[src/rtl/dlfloat_host_link.sv]
// dlfloat_host_link
//   Host-side partner of the dlfloat MAC tile pin protocol. Operand pairs accepted on a
//   valid/ready port are time-multiplexed onto the 16-bit tile input bus. The A word is
//   registered at the accept edge and the B word at the following edge. The tile's 8-bit
//   output stream (high byte, then low byte) is reassembled into 16-bit results. The results
//   are queued in a result FIFO that is drained over a valid/ready port.
//
// Ports
//   clk, rst_n           shared clock / async active-low reset (tile uses the same reset)
//   op_valid/op_ready    operand pair handshake; accept only at phase-0 edges
//   op_a, op_b           dlfloat operands
//   pin_out              to tile {uio_in, ui_in}
//   pin_in               from tile uo_out
//   res_valid/res_ready  result handshake, res_data is the registered FIFO head
//   busy                 pairs in flight or results still queued
//
// Optional feature (macro DLF_HOST_NAN_FLAG_EN)
//   res_nan    sticky flag, set when a pushed result equals 16'hFFFF
//   nan_count  4-bit saturating count of such pushes
module dlfloat_host_link #(
    parameter int unsigned RESULT_LAT = 2,
    parameter int unsigned FIFO_DEPTH = 4
) (
    input  logic        clk,
    input  logic        rst_n,
    input  logic        op_valid,
    output logic        op_ready,
    input  logic [15:0] op_a,
    input  logic [15:0] op_b,
    output logic [15:0] pin_out,
    input  logic [7:0]  pin_in,
    output logic        res_valid,
    input  logic        res_ready,
    output logic [15:0] res_data,
`ifdef DLF_HOST_NAN_FLAG_EN
    output logic        res_nan,
    output logic [3:0]  nan_count,
`endif
    output logic        busy
);

    localparam int unsigned PtrW = (FIFO_DEPTH > 1) ? $clog2(FIFO_DEPTH) : 1;
    localparam int unsigned CntW = $clog2(FIFO_DEPTH + 1);
    localparam int unsigned OccW = $clog2(FIFO_DEPTH + RESULT_LAT + 2) + 1;

    logic                  phase_q, phase_d;
    logic                  run_q;
    logic [RESULT_LAT-1:0] tag_q, tag_d;
    logic [15:0]           b_q, b_d;
    logic [15:0]           pin_out_q, pin_out_d;
    logic [7:0]            hi_q, hi_d;
    logic [15:0]           mem_q [FIFO_DEPTH];
    logic [PtrW-1:0]       wr_ptr_q, wr_ptr_d;
    logic [PtrW-1:0]       rd_ptr_q, rd_ptr_d;
    logic [CntW-1:0]       count_q, count_d;
    logic                  res_valid_q, res_valid_d;
    logic [15:0]           res_data_q, res_data_d;

    logic                  accept;
    logic                  push;
    logic                  mem_pop;
    logic [15:0]           cap_word;
    logic [OccW-1:0]       inflight;
    logic [OccW-1:0]       occupancy;

    // Credit: every queued result plus every pair in flight owns one FIFO slot, so a
    // completing pair always finds room.
    always_comb begin
        inflight = '0;
        for (int i = 0; i < int'(RESULT_LAT); i++) begin
            inflight = inflight + OccW'(tag_q[i]);
        end
        occupancy = OccW'(count_q) + OccW'(res_valid_q) + inflight;
        // run_q keeps op_ready low until the first edge after reset release.
        op_ready  = run_q & ~phase_q & (occupancy < OccW'(FIFO_DEPTH));
        accept    = op_valid & op_ready;
    end

    assign cap_word = {hi_q, pin_in};
    assign push     = ~phase_q & tag_q[RESULT_LAT-1];
    // The head register refills from storage contents that existed before this edge, so a
    // push into an empty FIFO is visible one cycle later.
    assign mem_pop  = (count_q != '0) & (~res_valid_q | res_ready);

    always_comb begin
        phase_d   = ~phase_q;
        tag_d     = tag_q;
        b_d       = b_q;
        hi_d      = hi_q;
        pin_out_d = 16'h0000;
        if (!phase_q) begin
            tag_d[0] = accept;
            for (int i = 1; i < int'(RESULT_LAT); i++) begin
                tag_d[i] = tag_q[i-1];
            end
            if (accept) begin
                pin_out_d = op_a;
                b_d       = op_b;
            end
        end else begin
            hi_d = pin_in;
            // tag_q[0] still marks whether the previous phase-0 edge accepted a pair.
            if (tag_q[0]) begin
                pin_out_d = b_q;
            end
        end
    end

    always_comb begin
        wr_ptr_d    = wr_ptr_q + PtrW'(push);
        rd_ptr_d    = rd_ptr_q + PtrW'(mem_pop);
        count_d     = count_q + CntW'(push) - CntW'(mem_pop);
        res_valid_d = res_valid_q;
        res_data_d  = res_data_q;
        if (mem_pop) begin
            res_valid_d = 1'b1;
            res_data_d  = mem_q[rd_ptr_q];
        end else if (res_valid_q && res_ready) begin
            res_valid_d = 1'b0;
        end
    end

    always_ff @(posedge clk or negedge rst_n) begin
        if (!rst_n) begin
            phase_q     <= 1'b0;
            run_q       <= 1'b0;
            tag_q       <= '0;
            b_q         <= 16'h0000;
            pin_out_q   <= 16'h0000;
            hi_q        <= 8'h00;
            wr_ptr_q    <= '0;
            rd_ptr_q    <= '0;
            count_q     <= '0;
            res_valid_q <= 1'b0;
            res_data_q  <= 16'h0000;
        end else begin
            phase_q     <= phase_d;
            run_q       <= 1'b1;
            tag_q       <= tag_d;
            b_q         <= b_d;
            pin_out_q   <= pin_out_d;
            hi_q        <= hi_d;
            wr_ptr_q    <= wr_ptr_d;
            rd_ptr_q    <= rd_ptr_d;
            count_q     <= count_d;
            res_valid_q <= res_valid_d;
            res_data_q  <= res_data_d;
        end
    end

    // Storage needs no reset: entries are only read behind a valid count.
    always_ff @(posedge clk) begin
        if (push) begin
            mem_q[wr_ptr_q] <= cap_word;
        end
    end

    assign pin_out   = pin_out_q;
    assign res_valid = res_valid_q;
    assign res_data  = res_data_q;
    assign busy      = (inflight != '0) | res_valid_q | (count_q != '0);

`ifdef DLF_HOST_NAN_FLAG_EN
    logic       nan_q, nan_d;
    logic [3:0] nan_cnt_q, nan_cnt_d;
    logic       nan_push;

    assign nan_push = push & (cap_word == 16'hFFFF);

    always_comb begin
        nan_d     = nan_q | nan_push;
        nan_cnt_d = nan_cnt_q;
        if (nan_push && (nan_cnt_q != 4'hF)) begin
            nan_cnt_d = nan_cnt_q + 4'd1;
        end
    end

    always_ff @(posedge clk or negedge rst_n) begin
        if (!rst_n) begin
            nan_q     <= 1'b0;
            nan_cnt_q <= 4'h0;
        end else begin
            nan_q     <= nan_d;
            nan_cnt_q <= nan_cnt_d;
        end
    end

    assign res_nan   = nan_q;
    assign nan_count = nan_cnt_q;
`endif

endmodule

[config.mk]
export PLATFORM = sky130hd
export DESIGN_NAME = dlfloat_host_link
export DESIGN_NICKNAME = d
export VERILOG_FILES = /design/src/rtl/dlfloat_host_link.sv
export SDC_FILE = /design/constraint.sdc
export NUM_CORES = 1
export LEC_CHECK = 0
export CAP_MARGIN = 10
export CORE_ASPECT_RATIO = 1.75
export CORE_UTILIZATION = 55
export DETAILED_ROUTE_END_ITERATION = 10
export GPL_ROUTABILITY_DRIVEN = 0
export GPL_TIMING_DRIVEN = 1
export PLACE_DENSITY = 0.92
export SKIP_CTS_REPAIR_TIMING = 1
export SYNTH_ARGS = -nofsm -noshare
export SYNTH_HDL_FRONTEND = slang
export SYNTH_SLANG_ARGS = --single-unit
[constraint.sdc]
create_clock -name clk -period 4.05 [get_ports clk]
set_input_delay 0.81 -clock clk [delete_from_list [all_inputs] [get_ports clk]]
set_output_delay 0.81 -clock clk [all_outputs]
set_load 0.01 [all_outputs]
After elaboration in Yosys (flattened, before gate mapping)
Memory sizes are Yosys's and may differ from the RTL's. A register that Yosys moved wholly into a read port is not among the register bits.
Index checks and enable logic that the tools add are counted.

cells by class
  add/sub/neg operators = 7
  $lt $le $gt $ge = 1
  multiplexer cells = 7
  bitwise operators = 10
  reduce and logical (&&, ||, !) cells = 6

operator list
  operator                                             count
  two-way mux 16 bit                                   3
  bitwise AND 1 bit                                    5
  adder 2 x 1 -> 2 bit                                 2
  adder 3 x 1 -> 4 bit                                 1
  adder 4 x 2 -> 4 bit                                 1
  < comparator 4 x 3 -> 1 bit (second input constant)  1
  two-way mux 1 bit                                    4
  nonzero test 4 bit                                   1
  adder 3 x 1 -> 3 bit                                 1
  OR 1 bit                                             3
  nonzero test 3 bit                                   1
  subtractor 3 x 1 -> 3 bit                            1
  adder 1 x 1 -> 2 bit                                 1
  inverter 1 bit                                       2
  AND reduction 2 bit                                  1
  nonzero test 2 bit                                   1
  logical AND 1 bit                                    1
  logical NOT 1 bit                                    1

word-level totals
  flip-flop bits (word level) = 52
  RAM bits = 64
  input bits = 44
  output and inout bits = 35
  memories = 1

memory list
  name   words  bits a word  read ports  clocked after memory_dff  write ports  RTL line  RTL
  mem_q  4      16           1           1                         1            52        logic [15:0] mem_q [FIFO_DEPTH];

Depth between registers and ports, before layout
  depth after elaboration = 7
  depth in mapped cells = 9

Worst setup path after synthesis
Ideal clock, no wire load.

  path type = input-to-reg
  start = in res_ready
  end = reg count_q[2]
  setup time = 0.123 ns
  data arrival time = 2.587 ns
  data required time = 3.927 ns
  path slack = 1.341 ns
  stages = 9
  buffers on the path = 1
  cell sequence = inv_1 -> a21oi_1 -> buf_2 -> ha_1 -> inv_1 -> ha_1 -> fa_1 -> xor2_1 -> xnor2_1

between the ends
  cells in the longest elaborated chain, start to end = 3

RTL lines
  item                       RTL line  RTL
  from (decl)                33        input logic res_ready,
  OR 1 bit                   83        assign mem_pop = (count_q != '0) & (~res_valid_q | res_ready);
  bitwise AND 1 bit          83
  net mem_pop                61        logic mem_pop;
  subtractor 3 x 1 -> 3 bit  112       count_d = count_q + CntW'(push) - CntW'(mem_pop);
  net count_d[2]             55        logic [CntW-1:0] count_q, count_d;
  to (signal assigned)       145       count_q <= count_d;
  to (decl)                  55

The timed path passes the listed nets, and every way through them passes these cells.
A chain may end at the register's enable or synchronous reset.

Worst setup path in the final report
  start = reg tag_q[1]
  end = out op_ready

between the ends
  cells in the longest elaborated chain, start to end = 4

RTL lines
  item                         RTL line  RTL
  from (decl)                  48        logic [RESULT_LAT-1:0] tag_q, tag_d;
  from (signal assigned)       139       tag_q <= tag_d;
  adder 1 x 1 -> 2 bit         71        inflight = inflight + OccW'(tag_q[i]);
  adder 4 x 2 -> 4 bit         73        occupancy = OccW'(count_q) + OccW'(res_valid_q) + inflight;
  < comparator 4 x 3 -> 1 bit  75        op_ready = run_q & ~phase_q & (occupancy < OccW'(FIFO_DEPTH));
  bitwise AND 1 bit            75
  to (decl)                    27        output logic op_ready,

No other way between the ends.

==> impl_metrics.toml <==
[clock_network]
cts_buffer_depth = 2
tritoncts = "done"
clk_pin_slew_ns = 0.06
htree_levels = 4
insertion_delay_ns = 0.41
cts_root_buf = "clkbuf_16"
numCtsBuffers = 17
cts_sinks = 132

[final_layout]
fin_cells = 478
final_nets = 401
area_delta_synth_final_pct = 31.1
nFillCells = 484
n_antenna_cell = 0
regArea_sq_um = 3620
drive_gt1_share_pct = 27.7
postLayoutCellArea_sq_um = 6490
multiInputGateArea_sq_um = 1240

[status]
outcome = "finished, final reports clean"

[grt]
grt_antenna_before_repair = 0
grt_max_degree = 44
grt_pass1_wl_microns = 15700
track_usage_pct = 24.2
grt_pass1_vias = 2989
overflow = 0

[yosys]
ys_seq_elements = 132
yosysSeqAreaShare_pct = 73.3
synth_cells = 256
syn-num-nets = 309
syn_avg_cell_area_sq_um = 19.3
yosysWarnings = 0
synth_cell_type_count = 27
syn_area_sq_um = 4950

[setup_path]
critPathRequiredTime_ns = 3.24
worstSetupEndpointType = "output port"
worst-setup-path-type = "reg -> out"
cp_max_fo = 4
arrival_ns = 2.52
startpoint_type = "flop"

[detailed_routing]
drc = 0
avgViaCountPerCell = 5.54
wl_met3_microns = 570
wirelength_microns = 9810
wl_per_cell_microns = 20.5
ant_nets = 0
drtIter0Drc = 182
route.met2.wl_microns = 5500
vias = 2650
wl_met1_microns = 3460
dr.max_layer_used = "met4"
first_pass_iters = 4

[sta]
period_needed_ns = 3.33
setup_viol = 0
whs_ns = 0.490
hold_viol = 0
fin_skew_ns = 0.00888
maxSlewViolCount = 0
tightest_slew_ns = 1.12
slew_headroom_pct = 25.3
max_freq_mhz = 300
fin_crit_sh_pct = 82.2
postLayoutSetupSlackWorst_ns = 0.720
rsz0062_at_grt = "no"
tns_ns = 0

[placed_design]
dp_hpwl_microns = 6000
port_buffers = 78
placed_cells = 446
place_ws_ns = 1.08
dpl_cell_area_sq_um = 5860

[worst_hold_path]
hold_path.class = "reg -> reg"

[pwr]
ir_worst_vdd_mv = 0.508
p_leak_nw = 2.53
powerDensity_nw_per_um2 = 685

[die]
initial_utilization_pct = 56.7
die_area_sq_um = 9390
core_area_sq_um = 8730
die_x_microns = 73.7
ios = 79
rows = 45
dieHeight_microns = 127

[run]
cap_viol_max_count = 0
## synthesized netlist by cell type
master    instances  area share, %
a211oi_4          1           0.40
a21o_1            1           0.15
a21oi_1           2           0.20
a22o_1           16            2.8
and3_1            1           0.13
buf_2             3           0.30
buf_4             1           0.15
buf_6             2           0.46
clkbuf_1          4           0.30
conb_1            1          0.076
dfrtp_1          68             34
edfxtp_1         64             39
fa_1              1           0.40
ha_1              8            2.0
inv_1            10           0.76
mux2_2           40            9.1
mux4_2           16            7.3
nand2_1           3           0.23
nand3_1           1           0.10
nor2_1            2           0.15
nor3_1            2           0.20
nor3b_1           1           0.15
o21ai_0           2           0.20
or2_2             1           0.13
or4b_4            1           0.28
xnor2_1           1           0.18
xor2_1            3           0.53
## worst max-delay path, cell delays in order, from the launching register on
cell and delay, ns:
dfrtp_1 0.42, ha_1 0.24, ha_1 0.19, or4b_4 0.52, a21oi_1 0.17, clkdlybuf4s50_1 0.57
## layout make-up
class | count | share of cell area [%]
Sequential cell | 132 | 55.9
Multi-Input combinational cell | 104 | 19.1
Timing Repair Buffer | 83 | 12.5
Clock buffer | 18 | 6.77
Clock inverter | 14 | 2.85
Tap cell | 117 | 2.26
Inverter | 10 | 0.579
## registers in the layout (all words and copies together) (netlist names)
signal / cells
res_data: 16
mem_q: 64
res_valid: 1
count_q: 3
b_q: 16
tag_q: 2
pin_out: 16
hi_q: 8
wr_ptr_q: 2
run_q: 1
phase_q: 1
rd_ptr_q: 2
## placed cells by master, fill, tap and decap left out, types with 2 or more instances in the layout
cell type,instances
clkdlybuf4s50_1,77
dfrtp_1,68
edfxtp_1,64
mux2_2,40
clkbuf_16,17
a22o_1,16
mux4_2,16
inv_1,10
ha_1,8
clkinvlp_4,5
buf_4,5
bufinv_16,4
nand2_1,3
xor2_1,3
clkinv_2,3
o21ai_0,2
## worst paths after layout
kind / from / endpoint / slack (ns) / depth (start not counted)
max: tag_q[1] / op_ready / 0.72 / 5
min: b_q[2] / pin_out[2] / 0.49 / 1
max reg2reg: tag_q[1] / b_q[6] / 1.58 / 6
min reg2reg: b_q[2] / pin_out[2] / 0.49 / 1
max in group asynchronous: rst_n / wr_ptr_q[1] / 2.58 / 2
min in group asynchronous: rst_n / pin_out[13] / 0.56 / 1
## stage by stage
| stage | utilization [%] | power (mW) |
|---|---|---|
| after floorplan | - | 2.43 |
| after CTS | 74.3 | 4.47 |
| after global placement | 67.2 | 2.78 |
| after global routing | 74.3 | 4.63 |
| after detailed placement | 67.2 | 2.86 |
| final | 74.3 | 4.44 |
## layer usage
layer / vias to the layer above / track usage, %
met2: 101 / 41.4
met3: 26 / 8.60
met4: 0 / 11.3
met1: 1362 / 26.0
li1: 1161 / -
met5: - / 0
## cells by family after synthesis
kind of cell | count (synthesis) | synth area share, %
flip-flops | 132 | 73.3
multiplexers | 56 | 16.4
AO/OA/AOI/OAI | 22 | 3.79
buffers and inverters | 20 | 1.97
AND/OR/NAND/NOR | 12 | 1.37
adder cells (fa/ha/maj) | 9 | 2.43
XOR/XNOR | 4 | 0.708
other | 1 | 0.0758
## power by group
group	leakage (nW)	switching, mW	internal, mW
logic	0.835	0.322	0.596
clock network	0.291	0.557	1.04
registers	1.40	0.250	1.68
total	2.53	1.13	3.31
Note: power is estimated with default switching activity, not from simulation.
